File: src/rtl/alu_arbiter.sv
// Two-requester round-robin front end for a shared ALU: grants one requester,
// issues its opcode/operands, waits (with timeout) for the result and returns it.
module alu_arbiter #(
  parameter int TIMEOUT = 16
) (
  input  logic               clk,
  input  logic               rst,
  input  logic               req_0,
  input  logic               req_1,
  input  logic [7:0]         opcode_0,
  input  logic [7:0]         opcode_1,
  input  logic signed [7:0]  operand_A_0,
  input  logic signed [7:0]  operand_B_0,
  input  logic signed [7:0]  operand_A_1,
  input  logic signed [7:0]  operand_B_1,
  output logic               gnt_0,
  output logic               gnt_1,
  output logic               done_0,
  output logic               done_1,
  output logic signed [7:0]  result_out,
  output logic               carry_out,
  output logic               borrow_out,
  output logic               err_out,
  output logic               busy,
  output logic               alu_start,
  output logic [7:0]         alu_opcode,
  output logic signed [7:0]  alu_operand_A,
  output logic signed [7:0]  alu_operand_B,
  input  logic signed [7:0]  alu_result,
  input  logic               alu_carry,
  input  logic               alu_borrow,
  input  logic               alu_result_ready
);

  typedef enum logic [1:0] {IDLE, ISSUE, WAIT, RESP} state_t;

  localparam logic [7:0] LAST_CNT = 8'(TIMEOUT - 1);

  state_t     state;
  logic [7:0] wait_cnt;
  logic       last_gnt;
  logic       owner;
  logic       pick;

  // On a tie the requester that was not granted last wins.
  always_comb begin
    pick = (req_0 && req_1) ? ~last_gnt : req_1;
  end

  assign busy = (state != IDLE);

  always_ff @(posedge clk or posedge rst) begin
    if (rst) begin
      state         <= IDLE;
      wait_cnt      <= 8'd0;
      last_gnt      <= 1'b1;
      owner         <= 1'b0;
      gnt_0         <= 1'b0;
      gnt_1         <= 1'b0;
      done_0        <= 1'b0;
      done_1        <= 1'b0;
      alu_start     <= 1'b0;
      alu_opcode    <= 8'd0;
      alu_operand_A <= 8'sd0;
      alu_operand_B <= 8'sd0;
      result_out    <= 8'sd0;
      carry_out     <= 1'b0;
      borrow_out    <= 1'b0;
      err_out       <= 1'b0;
    end else begin
      case (state)
        IDLE: begin
          if (req_0 || req_1) begin
            owner         <= pick;
            alu_opcode    <= pick ? opcode_1    : opcode_0;
            alu_operand_A <= pick ? operand_A_1 : operand_A_0;
            alu_operand_B <= pick ? operand_B_1 : operand_B_0;
            gnt_0         <= ~pick;
            gnt_1         <= pick;
            alu_start     <= 1'b1;
            state         <= ISSUE;
          end
        end
        ISSUE: begin
          gnt_0     <= 1'b0;
          gnt_1     <= 1'b0;
          alu_start <= 1'b0;
          wait_cnt  <= 8'd0;
          state     <= WAIT;
        end
        WAIT: begin
          // A ready arriving on the timeout cycle still counts as success.
          if (alu_result_ready) begin
            result_out <= alu_result;
            carry_out  <= alu_carry;
            borrow_out <= alu_borrow;
            err_out    <= 1'b0;
            done_0     <= ~owner;
            done_1     <= owner;
            state      <= RESP;
          end else if (wait_cnt == LAST_CNT) begin
            result_out <= 8'sd0;
            carry_out  <= 1'b0;
            borrow_out <= 1'b0;
            err_out    <= 1'b1;
            done_0     <= ~owner;
            done_1     <= owner;
            state      <= RESP;
          end else begin
            wait_cnt <= wait_cnt + 8'd1;
          end
        end
        RESP: begin
          done_0   <= 1'b0;
          done_1   <= 1'b0;
          last_gnt <= owner;
          state    <= IDLE;
        end
        default: state <= IDLE;
      endcase
    end
  end

endmodule
File: config.mk
export PLATFORM = sky130hd
export DESIGN_NAME = alu_arbiter
export DESIGN_NICKNAME = d
export VERILOG_FILES = /design/src/rtl/alu_arbiter.sv
export SDC_FILE = /design/constraint.sdc
export NUM_CORES = 1
export LEC_CHECK = 0
export CORE_ASPECT_RATIO = 0.7
export CORE_MARGIN = 2
export CORE_UTILIZATION = 45
export CTS_CLUSTER_SIZE = 14
export DETAILED_ROUTE_END_ITERATION = 10
export GPL_TIMING_DRIVEN = 0
export PLACE_DENSITY = 0.86
export SLEW_MARGIN = 10
export SYNTH_ARGS = -nofsm -noshare
export SYNTH_HDL_FRONTEND = slang
export SYNTH_SLANG_ARGS = --single-unit
File: constraint.sdc
create_clock -name clk -period 3.93 [get_ports clk]
set_input_delay 0.393 -clock clk [delete_from_list [all_inputs] [get_ports clk]]
set_output_delay 0.393 -clock clk [all_outputs]
set_load 0.05 [all_outputs]
==> results of run 1 <==
## cells in the final DEF (no fill, tap or decap), drive strengths merged, types with 4 or more instances in the layout
cell type        n
inv              6
a22o            12
dfrtp           51
nand2           29
clkdlybuf4s50  103
nand3            7
o21ai           37
mux2i           26
ha               6
clkbuf          12
nor2             4
buf              5
## state kept, by name, summed over array words and instances, names as in the netlist, 2 cells and up
register / flops
alu_operand_B: 8
wait_cnt: 8
state: 2
result_out: 8
alu_opcode: 8
alu_operand_A: 8
## logic make-up (layout without fill, tap and decap cells)
kind of cell,after synthesis,count (layout),share of synthesized area
flip-flops,52,52,0.544
AND/OR/NAND/NOR,59,59,0.119
AO/OA/AOI/OAI,60,60,0.160
buffers and inverters,16,128,0.0272
multiplexers,28,28,0.118
adder cells (fa/ha/maj),6,6,0.0314
## power by group through the flow
stage          Sequential [µW]  Combinational [µW]  Clock [µW]
2_1_floorplan             1560                 487           0
3_3_place_gp               903                1720           0
3_5_place_dp               916                1770           0
4_1_cts                    908                1770         313
5_1_grt                    935                1870         333
6_report                   911                1760         304
## through the flow
stage | setup WS (ns) | area [µm²]
6_report | 1.50 | 3620
5_1_grt | 1.40 | 3620
4_1_cts | 1.49 | 3620
3_5_place_dp | 1.63 | 3530
3_3_place_gp | 1.27 | 3510
2_1_floorplan | 2.10 | 2390
## how the worst min path moves through the flow
stage	endpoint	start
floorplan	done_0	owner
global placement	alu_operand_A[6]	alu_operand_A[6]
detailed placement	alu_operand_A[1]	alu_operand_A[1]
CTS	borrow_out	rst
global route	result_out[5]	rst
finish	borrow_out	rst
## cell type report
cell class	instances	area share
plain buffers	10	0.0117
clock buffers	6	0.0200
clock inverters	2	0.00449
inverters	6	0.00622
multi-input cells	153	0.283
flip-flops and latches	52	0.360
well taps	72	0.0249
repair buffers	104	0.290
## layer usage
layer	vias up	share of wire	track usage
li1	1009	-	-
met4	0	0.013	0.0758
met3	7	0.041	0.0430
met5	-	0	0
met1	1025	0.46	0.293
met2	53	0.49	0.370
==> flow_metrics.env, run 1 <==
export IMPL_h_tree_depth=2
export IMPL_comb_power_share=0.592
export IMPL_area_delta_synth_final_pct=51.4
export IMPL_grt_pass1_wl_mm=10.3
export IMPL_dieWidth_um=91.1
export IMPL_antenna_cells=0
export IMPL_hold_class="in -> async"
export IMPL_first_global_vias=2107
export IMPL_relSlewSlack=0.648
export IMPL_cpMostUsedCell="inv_1"
export IMPL_yosys_warnings=0
export IMPL_place_hpwl_mm=4.95
export IMPL_ys_flop_type="dfrtp_1"
export IMPL_finClkSkew_ns=0.00947
export IMPL_regToRegSetupSlack_ns=1.94
export IMPL_start_kind="flop"
export IMPL_syn_mean_instance_area_um2=10.8
export IMPL_vias=2094
export IMPL_fp_coreArea_mm2=0.00517
export IMPL_syn_num_nets=290
export IMPL_r2r_end="wait_cnt[2]"
export IMPL_path_cells="inv_1, ha_1, inv_1, clkdlybuf4s50_1"
export IMPL_ir_worst_vdd_v=0.000368
export IMPL_crit_start="state[0]"
export IMPL_die_h_um=65
export IMPL_grtUsageTotal=0.222
export IMPL_critPathArrivalTime_ns=2.03
export IMPL_postCtsSetupBuffers=0
export IMPL_timing_hold_violations_final=0
export IMPL_r2r_start="state[0]"
export IMPL_drv_slew=0
export IMPL_finalNonFillerCells=405
export IMPL_power_frac_seq=0.306
export IMPL_root_buffer="clkbuf_8"
export IMPL_dieArea_mm2=0.00592
export IMPL_row_count=22
export IMPL_pin_count=104
export IMPL_post_route_util=0.700
export IMPL_antenna_found_initial=0
export IMPL_cts_resized=0
export IMPL_synth_distinct_cells=33
export IMPL_n_fill_cell=415
export IMPL_fin_crit_sh=0.618
export IMPL_clock_power_share=0.102
export IMPL_run_status="completed"
export IMPL_vias_per_cell=5.17
export IMPL_path_max_fanout=6
export IMPL_path_delay_family="buffers and inverters"
export IMPL_yosysTopAreaCellShare=0.533
export IMPL_power_uw=2980
export IMPL_holdWs_ns=0.388
export IMPL_period_needed_ns=2.43
export IMPL_post_route_drc_count=0
export IMPL_ys_seq_elements=52
export IMPL_place_congestion=0.834
export IMPL_dp_cells=397
export IMPL_yosysTopAreaCell="dfrtp_1"
export IMPL_clk_path_buf_depth=2
export IMPL_critPathRequiredTime_ns=3.54
export IMPL_critical_path_class="reg -> out"
export IMPL_clk_latency_ns=0.31
export IMPL_power_density_mw_per_mm2=822
export IMPL_worstSetupEndpoint="busy"
export IMPL_routedWlPerCell_um=15.7
export IMPL_synthTopCellsByArea="dfrtp_1 53%, mux2i_1 11%, o21ai_0 7.1%"
export IMPL_start_util=0.462
export IMPL_drive_above_1_share=0.0571
export IMPL_finalSetupTns_ns=0
export IMPL_seq_area_frac_synth=0.544
export IMPL_io_buffers=103
export IMPL_grt_max_degree=36
export IMPL_clock_sinks=52
export IMPL_synthesis_area_mm2=0.00239
export IMPL_synth_edf_count=0
export IMPL_cts_inserted_buffers=5
export IMPL_routed_wirelength_mm=6.35
export IMPL_cp_depth=4
export IMPL_tritoncts="done"
export IMPL_drv_cap=0
export IMPL_tightest_slew_ns=0.527
export IMPL_seq_area_mm2=0.00130
export IMPL_syn_instance_count=221
export IMPL_drt_pass1_iterations=4
export IMPL_intPower_uw=1510
export IMPL_power_leakage_uw=0.00162
export IMPL_crit_path_end_kind="output pin"
export IMPL_clkTransAtPathRegs_ns=0.09
export IMPL_synth_common_cells="51 x dfrtp_1, 34 x o21ai_0, 29 x nand2_1"
export IMPL_finalSetupViolations=0
export IMPL_multi_input_area_mm2=0.00102
export IMPL_critPathSlowestCell="clkdlybuf4s50_1"
export IMPL_cpPeakStageDelay_ns=0.81
export IMPL_fin_nets=401
export IMPL_overflow=0
export IMPL_rsz0062_at_grt="false"
export IMPL_drt_iter0_markers=107
export IMPL_ys_async_sr_fraction=1.00
export IMPL_p_switching_uw=1460
export IMPL_antenna_left=0
export IMPL_synth_most_common_cell="dfrtp_1"
export IMPL_rr_worst_depth=6
export IMPL_fmax_mhz=412
export IMPL_switching_share=0.492
export IMPL_cp_num_buf_inv=3
export IMPL_postCtsHoldBufs=0
No activity file was read; power rests on OpenSTA's default activity.
==> run 2, diff against run 1 <==
Settings changed: CORE_UTILIZATION 45 to 42, PLACE_DENSITY 0.86 to 0.81.
Clock period 3.93 ns to 2.3 ns, I/O delays scaled along.
==> run 2 against run 1 <==
First-iteration DRC count down 25%. Flip-flop and latch count did not move. Critical path depth grew 2. Register-to-register slack worse by 1.6 ns. Cell area is 0.28% higher. Global-route usage is 2.4 points lower. Hold slack got worse by 0.17 ns. Critical path type is now reg -> reg.
==> flow_metrics.env, run 2 (synthesis gave the netlist of run 1 again) <==
export IMPL_run_status="completed"
export IMPL_clock_sinks=52
export IMPL_cpPeakStageDelay_ns=0.42
export IMPL_finalInstanceArea_mm2=0.00363
export IMPL_hold_class="in -> async"
export IMPL_fp_coreArea_mm2=0.00537
export IMPL_critPathSlowestCell="dfrtp_1"
export IMPL_path_max_fanout=7
export IMPL_drive_above_1_share=0.0601
export IMPL_drt_pass1_iterations=4
export IMPL_setup_slack_ns=0.317
export IMPL_first_global_vias=1918
export IMPL_place_congestion=0.771
export IMPL_start_util=0.446
export IMPL_antenna_cells=0
export IMPL_routed_wirelength_mm=6.16
export IMPL_critPathArrivalTime_ns=2.19
export IMPL_critPathRequiredTime_ns=2.51
export IMPL_relSlewSlack=0.638
export IMPL_ir_worst_vdd_v=0.000820
export IMPL_postCtsHoldBufs=0
export IMPL_h_tree_depth=2
export IMPL_postCtsSetupBuffers=0
export IMPL_io_buffers=103
export IMPL_die_h_um=67.1
export IMPL_vias=2074
export IMPL_place_hpwl_mm=4.69
export IMPL_power_uw=5080
export IMPL_layout_commonest_cell="clkdlybuf4s50_1"
export IMPL_finClkSkew_ns=0.00661
export IMPL_area_delta_synth_final_pct=51.8
export IMPL_antenna_found_initial=0
export IMPL_drv_slew=0
export IMPL_critical_path_class="reg -> reg"
export IMPL_start_kind="flop"
export IMPL_dieWidth_um=94.2
export IMPL_dieArea_mm2=0.00633
export IMPL_grt_max_degree=36
export IMPL_power_leakage_uw=0.00163
export IMPL_grtUsageTotal=0.198
export IMPL_fin_crit_sh=0.862
export IMPL_drv_cap=0
export IMPL_clk_latency_ns=0.31
export IMPL_root_buffer="clkbuf_8"
export IMPL_fmax_mhz=504
export IMPL_clk_path_buf_depth=2
export IMPL_rsz0062_at_grt="false"
export IMPL_crit_path_end_kind="flop"
export IMPL_clkTransAtPathRegs_ns=0.10
export IMPL_antenna_left=0
export IMPL_power_density_mw_per_mm2=1400
export IMPL_pin_count=104
export IMPL_tightest_slew_ns=0.542
export IMPL_post_place_ws_ns=0.269
export IMPL_timing_hold_violations_final=0
export IMPL_cp_num_buf_inv=1
export IMPL_period_needed_ns=1.98
export IMPL_drt_iter0_markers=80
export IMPL_vias_per_cell=5.12
export IMPL_grt_pass1_wl_mm=9.60
export IMPL_fin_nets=401
export IMPL_post_route_drc_count=0
export IMPL_layout_common_cells="102 x clkdlybuf4s50_1, 51 x dfrtp_1, 34 x o21ai_0"
export IMPL_path_delay_family="simple AND/OR/NAND/NOR gates"
export IMPL_routedWlPerCell_um=15.2
export IMPL_row_count=22
export IMPL_placed_cell_area_mm2=0.00353
export IMPL_overflow=0
export IMPL_cts_inserted_buffers=5
export IMPL_path_cells="inv_1, ha_1, nor2b_1, o21ai_2, and2_1, a221o_1"
export IMPL_finalSetupViolations=0
export IMPL_tritoncts="done"
==> run 2: layer usage <==
layer / GRT usage / routed length [µm]
met5: 0 / 0
met1: 0.281 / 2890
met4: 0.0562 / 76
met2: 0.306 / 2760
met3: 0.0469 / 430
==> run 2: power breakdown <==
| part | leakage (µW) | internal [µW] | total (µW) | switching (µW) |
|---|---|---|---|---|
| sequential | 0.000656 | 1310 | 1540 | 233 |
| combinational | 0.000923 | 1050 | 2990 | 1930 |
| clock | 0.0000463 | 224 | 549 | 325 |
| total | 0.00163 | 2590 | 5080 | 2490 |
==> run 2: final cells by class <==
class / instances / area, µm²
tap: 72 / 90.1
clock buffer: 5 / 68.8
timing repair buffer: 104 / 1050
multi-input combinational: 153 / 1020
clock inverter: 3 / 27.5
fill: 419 / 1740
sequential: 52 / 1300
buffer: 10 / 42.5
inverter: 6 / 22.5
==> run 2: path summary, 6_finish.rpt <==
path	startpoint	endpoint	slack, ns	depth (start not counted)
worst max-delay path	state[0]	wait_cnt[2]	0.32	6
worst min-delay path	rst	result_out[1]	0.22	2
worst max register to register	state[0]	wait_cnt[2]	0.32	6
worst min register to register	alu_operand_A[6]	alu_operand_A[6]	0.49	2
max in group asynchronous	rst	last_gnt	1.50	3
min in group clk	alu_operand_A[6]	alu_operand_A[6]	0.49	2
==> run 2: repair_timing <==
item / 4_1_cts / 5_1_grt
resized for setup: 0 / 1
endpoints found under the hold margin: 0 / 0
setup endpoints to repair: 0 / 1
==> run 2: stage by stage <==
stage                      util  std cells  TNS (ns)  hold slack (ns)
final                     0.677        405         0            0.216
after global routing      0.677        405         0            0.235
after CTS                 0.676        405         0            0.224
after detailed placement  0.658        397         0            0.470
after global placement    0.655        396     -9.65            0.462
after floorplan               -        221         0            0.370
==> run 2: worst register-to-register path: cells and delay by family (launching register included) <==
family                   cells  cell delay (ns)
buffers and inverters        1             0.11
flip-flops                   1             0.42
AND/OR/NAND/NOR              2             0.55
adder cells (fa/ha/maj)      1             0.29
AO/OA/AOI/OAI                2             0.51
==> run 3, diff against run 2 <==
Settings changed: CORE_MARGIN 2 to not set.
==> run 3 against run 2 <==
Sequential share of layout area about the same. Combinational power about the same. Clock-buffer cell count unchanged. Sequential power about the same. Die area down 5.0%. Hold slack worse by 0.024 ns. Critical path type unchanged.
==> flow_metrics.env, run 3 (synthesis gave the netlist of run 1 again) <==
export IMPL_overflow=0
export IMPL_place_hpwl_mm=4.56
export IMPL_die_h_um=65.1
export IMPL_clk_path_buf_depth=2
export IMPL_crit_start="state[0]"
export IMPL_drt_iter0_markers=98
export IMPL_antenna_found_initial=0
export IMPL_root_buffer="clkbuf_8"
export IMPL_timing_hold_violations_final=0
export IMPL_crit_path_end_kind="flop"
export IMPL_start_util=0.446
export IMPL_antenna_left=0
export IMPL_postCtsHoldBufs=0
export IMPL_grt_max_degree=39
export IMPL_fin_nets=401
export IMPL_start_kind="flop"
export IMPL_area_delta_synth_final_pct=51.7
export IMPL_rsz0062_at_grt="false"
export IMPL_clock_sinks=52
export IMPL_cts_inserted_buffers=5
export IMPL_critPathArrivalTime_ns=2.16
export IMPL_fp_coreArea_mm2=0.00537
export IMPL_grt_pass1_wl_mm=9.45
export IMPL_dieArea_mm2=0.00601
export IMPL_power_uw=5070
export IMPL_pin_count=104
export IMPL_ir_worst_vdd_v=0.000572
export IMPL_row_count=22
export IMPL_drv_cap=0
export IMPL_period_needed_ns=1.96
export IMPL_drv_slew=0
export IMPL_layout_commonest_cell="clkdlybuf4s50_1"
export IMPL_path_max_fanout=7
export IMPL_tightest_slew_ns=0.535
export IMPL_r2r_start="state[0]"
export IMPL_relSlewSlack=0.642
export IMPL_routedWlPerCell_um=14.6
export IMPL_setup_slack_ns=0.343
export IMPL_first_global_vias=1891
export IMPL_clk_latency_ns=0.31
export IMPL_h_tree_depth=2
export IMPL_critical_path_class="reg -> reg"
export IMPL_routed_wirelength_mm=5.91
export IMPL_postCtsSetupBuffers=0
export IMPL_fmax_mhz=511
export IMPL_critPathRequiredTime_ns=2.50
export IMPL_place_congestion=0.810
export IMPL_drt_pass1_iterations=4
export IMPL_hold_class="in -> async"
export IMPL_dieWidth_um=92.2
export IMPL_io_buffers=103
export IMPL_antenna_cells=0
export IMPL_vias=2037
export IMPL_clkTransAtPathRegs_ns=0.10
export IMPL_grtUsageTotal=0.204
export IMPL_power_leakage_uw=0.00162
export IMPL_post_place_ws_ns=0.279
export IMPL_finalSetupViolations=0
export IMPL_post_route_drc_count=0
export IMPL_n_fill_cell=424
export IMPL_fin_crit_sh=0.851
export IMPL_layout_common_cells="102 x clkdlybuf4s50_1, 51 x dfrtp_1, 34 x o21ai_0"
export IMPL_power_density_mw_per_mm2=1400
export IMPL_run_status="completed"
export IMPL_drive_above_1_share=0.0601
export IMPL_tritoncts="done"
export IMPL_vias_per_cell=5.03
export IMPL_finClkSkew_ns=0.0144
[run 3: changes by cell type in the layout (fill, tap and decap cells not counted)]
cell / before / now
inv_6: 0 / 2
inv_8: 1 / 0
clkinv_4: 1 / 0
[run 3: critical path: stages (launching register included)]
cell     delay, ns
dfrtp_1       0.42
inv_1         0.12
ha_1          0.29
nor2b_1       0.31
o21ai_2       0.15
and2_1        0.22
a221o_1       0.35
[run 3: layout make-up]
| cell class | count | area (µm²) | share of cell area |
|---|---|---|---|
| well taps | 72 | 90.1 | 0.0248 |
| inverters | 6 | 22.5 | 0.00620 |
| flip-flops and latches | 52 | 1300 | 0.359 |
| plain buffers | 10 | 42.5 | 0.0117 |
| multi-input cells | 153 | 1020 | 0.282 |
| clock inverters | 3 | 25.0 | 0.00689 |
| clock buffers | 5 | 68.8 | 0.0190 |
| repair buffers | 104 | 1050 | 0.290 |
[run 3: per-stage QoR]
stage                     setup TNS, ns  utilization  hold slack, ns  instances  instance area, µm²
final                                 0        0.676           0.192        405                3630
after global routing                  0        0.676           0.195        405                3630
after CTS                             0        0.676           0.193        405                3630
after detailed placement              0        0.658           0.471        397                3530
after global placement            -7.89        0.655           0.462        396                3510
after floorplan                       0            -           0.370        221                2390
[run 3: worst paths after layout]
kind	to	cells past startpoint	slack (ns)
setup / recovery	wait_cnt[2]	6	0.34
hold / removal	result_out[0]	2	0.19
setup reg to reg	wait_cnt[2]	6	0.34
hold reg to reg	alu_operand_A[4]	2	0.49
max in group asynchronous	last_gnt	3	1.55
min in group clk	alu_operand_A[4]	2	0.49
[run 3: metal layers]
metal	up-vias	track usage	routed length [µm]
met5	-	0	0
met4	0	0.0527	47
met3	4	0.0405	316
met2	68	0.318	2700
met1	950	0.292	2850
li1	1015	-	-
[run 3: power breakdown]
part | internal [µW] | switching, µW
logic | 1060 | 1940
clock network | 222 | 316
registers | 1310 | 230
total | 2590 | 2480
[run 3: timing repair]
action	in CTS	in global routing
endpoints found under the setup margin	0	1
hold endpoints to repair	0	0
gates resized for setup	0	1
